**src/rtl/mem_access_ctrl.sv**
```systemverilog
// MEM-stage load/store sequencer: one req/ack bus transaction per memory
// instruction, byte/halfword lane formatting, misalignment and timeout
// detection, and write-back field generation for MEM/WB.
module mem_access_ctrl #(
    parameter int unsigned XLEN    = 32,
    parameter int unsigned TIMEOUT = 255,
    parameter int unsigned TO_W    = 8
) (
    input  logic            clk,
    input  logic            rst,
    input  logic [4:0]      load_flag,
    input  logic [2:0]      store_flag,
    input  logic [XLEN-1:0] addr_in,
    input  logic [XLEN-1:0] store_data,
    input  logic            rd_en_in,
    input  logic [4:0]      rd_addr_in,
    output logic            bus_req,
    output logic            bus_we,
    output logic [XLEN-1:0] bus_addr,
    output logic [3:0]      bus_be,
    output logic [XLEN-1:0] bus_wdata,
    input  logic [XLEN-1:0] bus_rdata,
    input  logic            bus_ack,
    output logic            stall_req,
    output logic [XLEN-1:0] rd_out,
    output logic            rd_en_out,
    output logic [4:0]      rd_addr_out,
    output logic            misalign,
    output logic            bus_err
);

    typedef enum logic [1:0] {S_IDLE, S_REQ, S_DONE} state_t;
    typedef enum logic [1:0] {SZ_B, SZ_H, SZ_W} size_t;

    state_t          state_q;
    logic            req_q, we_q, sext_q, load_q, rd_en_q, abort_q, err_q;
    logic [XLEN-1:0] addr_q, wdata_q, rdata_q;
    logic [3:0]      be_q;
    size_t           size_q;
    logic [1:0]      off_q;
    logic [4:0]      rd_addr_q;
    logic [TO_W-1:0] cnt_q;

    logic            mem_op, is_load, mis_d, sext_d;
    size_t           size_d;
    logic [3:0]      be_d;
    logic [XLEN-1:0] wdata_d, ld_fmt;
    logic [7:0]      byte_sel;
    logic [15:0]     half_sel;

    // Decode the presented op: load wins over store, lowest flag bit wins.
    always_comb begin
        mem_op  = (|load_flag) | (|store_flag);
        is_load = |load_flag;
        size_d  = SZ_W;
        sext_d  = 1'b0;
        if (is_load) begin
            if (load_flag[0])      begin size_d = SZ_B; sext_d = 1'b1; end
            else if (load_flag[1]) begin size_d = SZ_H; sext_d = 1'b1; end
            else if (load_flag[2]) size_d = SZ_W;
            else if (load_flag[3]) size_d = SZ_B;
            else                   size_d = SZ_H;
        end else begin
            if (store_flag[0])      size_d = SZ_B;
            else if (store_flag[1]) size_d = SZ_H;
            else                    size_d = SZ_W;
        end
        mis_d = ((size_d == SZ_H) && addr_in[0]) ||
                ((size_d == SZ_W) && (addr_in[1:0] != 2'b00));
        case (size_d)
            SZ_B:    be_d = 4'b0001 << addr_in[1:0];
            SZ_H:    be_d = addr_in[1] ? 4'b1100 : 4'b0011;
            default: be_d = 4'b1111;
        endcase
        if (is_load)            wdata_d = '0;
        else if (size_d == SZ_B) wdata_d = {(XLEN/8){store_data[7:0]}};
        else if (size_d == SZ_H) wdata_d = {(XLEN/16){store_data[15:0]}};
        else                     wdata_d = store_data;
    end

    // Extract and extend the addressed lane of the returning read data.
    always_comb begin
        byte_sel = bus_rdata[{off_q, 3'b000} +: 8];
        half_sel = bus_rdata[{off_q[1], 4'b0000} +: 16];
        case (size_q)
            SZ_B:    ld_fmt = {{(XLEN-8){sext_q & byte_sel[7]}}, byte_sel};
            SZ_H:    ld_fmt = {{(XLEN-16){sext_q & half_sel[15]}}, half_sel};
            default: ld_fmt = bus_rdata;
        endcase
    end

    // Transaction FSM: latch op in IDLE, hold bus in REQ until ack or timeout.
    always_ff @(posedge clk or negedge rst) begin
        if (!rst) begin
            state_q   <= S_IDLE;
            req_q     <= 1'b0;
            we_q      <= 1'b0;
            addr_q    <= '0;
            be_q      <= '0;
            wdata_q   <= '0;
            size_q    <= SZ_W;
            sext_q    <= 1'b0;
            off_q     <= '0;
            load_q    <= 1'b0;
            rd_en_q   <= 1'b0;
            rd_addr_q <= '0;
            rdata_q   <= '0;
            cnt_q     <= '0;
            abort_q   <= 1'b0;
            err_q     <= 1'b0;
        end else begin
            err_q <= 1'b0;
            case (state_q)
                S_IDLE: begin
                    if (mem_op && !mis_d) begin
                        state_q   <= S_REQ;
                        req_q     <= 1'b1;
                        we_q      <= !is_load;
                        addr_q    <= {addr_in[XLEN-1:2], 2'b00};
                        be_q      <= be_d;
                        wdata_q   <= wdata_d;
                        size_q    <= size_d;
                        sext_q    <= sext_d;
                        off_q     <= addr_in[1:0];
                        load_q    <= is_load;
                        rd_en_q   <= rd_en_in;
                        rd_addr_q <= rd_addr_in;
                        cnt_q     <= '0;
                        abort_q   <= 1'b0;
                    end
                end
                S_REQ: begin
                    if (bus_ack) begin
                        rdata_q <= ld_fmt;
                        req_q   <= 1'b0;
                        state_q <= S_DONE;
                    end else if (cnt_q == TO_W'(TIMEOUT - 1)) begin
                        req_q   <= 1'b0;
                        err_q   <= 1'b1;
                        abort_q <= 1'b1;
                        state_q <= S_DONE;
                    end else begin
                        cnt_q <= cnt_q + 1'b1;
                    end
                end
                S_DONE:  state_q <= S_IDLE;
                default: state_q <= S_IDLE;
            endcase
        end
    end

    // Write-back fields: pass-through for non-memory ops, load result in DONE.
    always_comb begin
        rd_out      = addr_in;
        rd_addr_out = rd_addr_in;
        rd_en_out   = 1'b0;
        case (state_q)
            S_IDLE: if (!mem_op) rd_en_out = rd_en_in;
            S_DONE: begin
                rd_out      = rdata_q;
                rd_addr_out = rd_addr_q;
                rd_en_out   = load_q & rd_en_q & !abort_q;
            end
            default: ;
        endcase
    end

    assign stall_req = ((state_q == S_IDLE) && mem_op && !mis_d) || (state_q == S_REQ);
    assign misalign  = (state_q == S_IDLE) && mem_op && mis_d;
    assign bus_req   = req_q;
    assign bus_we    = we_q;
    assign bus_addr  = addr_q;
    assign bus_be    = be_q;
    assign bus_wdata = wdata_q;
    assign bus_err   = err_q;

endmodule

```
**config.mk**
```make
export PLATFORM = sky130hd
export DESIGN_NAME = mem_access_ctrl
export DESIGN_NICKNAME = d
export VERILOG_FILES = /design/src/rtl/mem_access_ctrl.sv
export SDC_FILE = /design/constraint.sdc
export NUM_CORES = 1
export LEC_CHECK = 0
export BUFFER_PORTS_ARGS = -buffer_cell sky130_fd_sc_hd__buf_2
export CAP_MARGIN = 20
export CORE_MARGIN = 2
export CORE_UTILIZATION = 35
export DETAILED_ROUTE_END_ITERATION = 7
export GPL_TIMING_DRIVEN = 0
export PLACE_DENSITY = 0.58
export SLEW_MARGIN = 30
export SYNTH_ARGS = -nofsm -noshare
export SYNTH_HDL_FRONTEND = slang
export SYNTH_SLANG_ARGS = --single-unit
```
**constraint.sdc**
```tcl
create_clock -name clk -period 2 [get_ports clk]
set_input_delay 0.3 -clock clk [delete_from_list [all_inputs] [get_ports clk]]
set_output_delay 0.3 -clock clk [all_outputs]
set_load 0.02 [all_outputs]
```
==> impl_summary.txt <==
----------------------------------------------------
[Final layout]
  Number of antenna cells inserted ... 0
  Number of nets at the end of the flow ... 939
  Area growth, synth to finish ... 41.4%
  Ratio of cells with drive above 1 in the final layout ... 44.7%

[Pwr]
  Switching power of the nets ... 4.63 mW
  Relative contribution of the clock network to total power ... 24.3%
  Maximum resistive drop on vdd ... 0.671 mV
  Sequential power share ... 32.9%
  Fraction of power spent switching nets ... 38.7%
  Total Power Consumption ... 12.0 mW
  Leak pwr ... 4.26 nW
  Cell-internal power ... 7.35 mW
  Gate power share ... 42.9%
  Pwr per Cell Area ... 1380 nW/um^2

[Worst setup path]
  Crit path to ... rd_out[21]
  Sort of element at the end of the critical path ... output port
  Launch instance of the worst register-to-register path ... state_q[0]$_DFFE_PN0P_
  Worst r2r dst ... bus_wdata[14]$_DFFE_PN0P_
  Required time worst endpoint ... 1700 ps
  Crit path max fanout ... 6
  Worst Setup Start Kind ... flip-flop
  Most frequent CP cell ... sky130_fd_sc_hd__buf_8
  Stages on the worst setup path ... 5
  Cell-by-cell listing of the critical path ... nor2b_4 -> buf_8 -> buf_8 -> mux2_2 -> buf_6
  Cells on worst reg2reg path ... 8
  Signal arrival time at the worst endpoint ... 1800 ps
  CP startpoint ... state_q[0]$_DFFE_PN0P_
  Top delay family on crit path ... flip-flops
  Critical path buffer and inverter count ... 3
  Worst Setup Path Type ... flip-flop to output port
  Library cell contributing the largest single delay on the critical path ... sky130_fd_sc_hd__dfrtp_2
  Minimum setup slack among reg-to-reg paths ... 100 ps
  Max incr delay on CP ... 440 ps

[Run status]
  Outcome ... complete, but fails checks
  Violated checks ... negative setup slack

[Timing]
  Relative slew margins ... 42.5%
  Minimum clock period ... 2100 ps
  Transition time of the tightest slew-check pin ... 859 ps
  Hold violation total from the final report ... 0
  Post-Route Hold Slack ... 108 ps
  Sum of negative setup slack ... -2170 ps
  Setup repair after global routing missed its margin ... true
  Share of the clock period used by the worst path ... 105%
  Maximum clock skew at final layout ... 6.76 ps
  Fin worst setup slack ... -99.1 ps
  Final number of max-transition violations ... 0
  Setup violators final ... 37
  Max frequency ... 476 MHz

[Detailed routing]
  Pre-antenna DRT Iters ... 4
  First-iteration detailed-routing DRC count ... 291
  Final wirelength ... 19400 um
  DR vias ... 5486
  Routed wire length per instance ... 18.3 um
  Post-route ant nets ... 0
  Ratio of routed vias to standard cells ... 5.17
  DRC violation count after routing ... 0

[Place]
  Sum of net half-perimeters after detailed placement ... 14400 um
  Number of port buffers ... 221
  Weighted congestion at the end of routability-driven global placement ... 0.812

[Logic synthesis]
  Count of unique library cells instantiated by Yosys ... 51
  Post-synthesis instance total ... 570
  Yosys warnings ... 0
  Most instantiated cells after synthesis ... sky130_fd_sc_hd__dfrtp_1 (123), sky130_fd_sc_hd__nand2_1 (84), sky130_fd_sc_hd__mux2_2 (62), sky130_fd_sc_hd__nand3_1 (41), sky130_fd_sc_hd__o21ai_0 (34)
  Biggest area contributors in the synthesized netlist ... sky130_fd_sc_hd__dfrtp_1 (50%), sky130_fd_sc_hd__mux2_2 (11%), sky130_fd_sc_hd__nand2_1 (5.2%)
  Sequential area share after synthesis ... 50.7%
  Number of enable-type register cells in the synthesized netlist ... 0
  Cell area after technology mapping ... 6120 um^2
  Leading area contributor after synthesis ... sky130_fd_sc_hd__dfrtp_1
  Most common cell in the netlist ... sky130_fd_sc_hd__dfrtp_1
  Fraction of registers with async set or reset after synthesis ... 100%
  Flops & latches, synth ... 124
  Synth top area share ... 50.3%
  Top flip-flop cell by instance count after synthesis ... sky130_fd_sc_hd__dfrtp_1
  Post-Synthesis Mean Instance Area ... 10.7 um^2

[Floorplanning]
  Core region area ... 17200 um^2
  Height of the chip ... 136 um
  Number of core rows ... 48
  Width of the die ... 136 um
  I/O pin total ... 224
  Effective utilization at floorplan ... 35.6%
  Die area ... 18600 um^2

[Clock network]
  Max clock buf depth ... 2
  Clock-pin slew reported for the worst setup and hold paths after clock tree synthesis ... 60 ps
  CTS tree ... built
  H-tree lvl count ... 4
  Cts bufs inserted ... 17
  Number of clock sinks ... 124
  Root buffer selected by CTS ... sky130_fd_sc_hd__clkbuf_16
  Insertion delay of the later-clocked pin in the worst-skew pair ... 420 ps

[Global routing]
  Pin count of the biggest net entering global routing ... 84
  Number of global-route vias before repair ... 5365
  Global-route congestion overflow total ... 0
  Global-route wire length before repair ... 29300 um
  Antenna violations before repair ... 0
  Total routing usage reported by global routing ... 20.6%

[Job]
  Maximum Capacitance Violations ... 0

[Min path]
  Class of the most critical hold timing path ... input pin to flip-flop

----------------------------------------------------
metal layers:
metal	vias up	global-route usage, %	part of all wire, %
met4	0	7.64	2.3
met1	2632	27.0	44
met3	36	5.33	7.0
met2	227	33.0	46
li1	2591	-	-
met5	-	0	0
how the worst min path moves through the flow:
stage / start / endpoint / slack [ps] / cells after the start
2_1_floorplan: rst / abort_q$_DFFE_PN0P_ / 4 / 0
3_3_place_gp: abort_q$_DFFE_PN0P_ / abort_q$_DFFE_PN0P_ / 450 / 1
6_report: addr_in[26] / bus_addr[26]$_DFFE_PN0P_ / 110 / 2
5_1_grt: addr_in[12] / bus_addr[12]$_DFFE_PN0P_ / 100 / 2
3_5_place_dp: rst / bus_addr[19]$_DFFE_PN0P_ / 210 / 1
4_1_cts: addr_in[11] / bus_addr[11]$_DFFE_PN0P_ / 90 / 2
cell families (layout without fill, tap and decap cells):
| kind of cell | after synthesis | after routing | share of synthesized area [%] |
|---|---|---|---|
| AO/OA/AOI/OAI | 115 | 115 | 13.2 |
| adder cells (fa/ha/maj) | 2 | 2 | 0.409 |
| buffers and inverters | 41 | 307 | 3.09 |
| flip-flops | 124 | 124 | 50.7 |
| multiplexers | 102 | 102 | 18.6 |
| other | 1 | 2 | 0.0613 |
| AND/OR/NAND/NOR | 185 | 185 | 14.0 |
registers in the layout (all words and copies together) (netlist names):
signal and cells:
cnt_q 8, abort_q 1, bus_addr 30, bus_wdata 32, rdata_q 32, bus_we 1
rd_en_q 1, bus_req 1, load_q 1, rd_addr_q 5, bus_err 1, size_q 2
bus_be 4, off_q 2, sext_q 1, state_q 2
power by group through the flow:
stage	clock [mW]	sequential, mW	combinational (mW)
floorplan	0	4.29	2.54
global placement	0	3.95	4.45
global route	3.07	4.05	5.56
detailed placement	0	3.97	4.49
finish	2.91	3.94	5.14
CTS	2.96	3.93	4.75
metrics by stage:
step | setup WS [ps] | utilization (%) | instances | area (um^2)
4_1_cts | -118 | 48.1 | 1059 | 8260
2_1_floorplan | 79.9 | - | 571 | 6120
3_3_place_gp | -1140 | 43.7 | 1017 | 7510
6_report | -99.1 | 50.4 | 1062 | 8650
5_1_grt | -144 | 50.4 | 1062 | 8650
3_5_place_dp | -444 | 44.0 | 1018 | 7550
area by class of cell:
type                            count  area (um^2)
Buffer                             34          236
Timing Repair Buffer              236         1490
Clock buffer                       18          429
Clock inverter                     14          123
Tap cell                          225          282
Sequential cell                   124         3110
Inverter                            5         18.8
Multi-Input combinational cell    406         2970
Fill cell                        1629         8520
placed cells by master, fill, tap and decap left out, types with 3 or more instances in the layout:
cell type,count
sky130_fd_sc_hd__a211o_1,7
sky130_fd_sc_hd__a21o_1,4
sky130_fd_sc_hd__a21oi_1,7
sky130_fd_sc_hd__a221oi_1,8
sky130_fd_sc_hd__a222oi_1,7
sky130_fd_sc_hd__a31oi_1,5
sky130_fd_sc_hd__and3_1,8
sky130_fd_sc_hd__buf_2,199
sky130_fd_sc_hd__buf_4,11
sky130_fd_sc_hd__buf_6,35
sky130_fd_sc_hd__buf_8,3
sky130_fd_sc_hd__clkbuf_1,7
sky130_fd_sc_hd__clkbuf_16,19
sky130_fd_sc_hd__clkbuf_2,7
sky130_fd_sc_hd__clkinv_2,5
sky130_fd_sc_hd__clkinv_4,4
sky130_fd_sc_hd__dfrtp_1,121
sky130_fd_sc_hd__inv_1,4
sky130_fd_sc_hd__mux2_1,22
sky130_fd_sc_hd__mux2_2,44
sky130_fd_sc_hd__mux2_4,18
sky130_fd_sc_hd__mux2i_1,17
sky130_fd_sc_hd__nand2_1,82
sky130_fd_sc_hd__nand2b_1,3
sky130_fd_sc_hd__nand3_1,40
sky130_fd_sc_hd__nor2_1,16
sky130_fd_sc_hd__nor2b_1,10
sky130_fd_sc_hd__nor3_1,4
sky130_fd_sc_hd__o21a_1,9
sky130_fd_sc_hd__o21ai_0,33
sky130_fd_sc_hd__o21ai_1,4
sky130_fd_sc_hd__o31ai_1,16
timing repair:
action / in CTS / in global routing
endpoints found under the hold margin: 41 / 0
pin swaps: 1 / 0
buffers inserted: 9 / 2
endpoints found under the setup margin: 67 / 119
gates cloned: 0 / 2
hold buffers: 1 / 0
resized for setup: 30 / 105
Power figures use the tool's default switching activity.
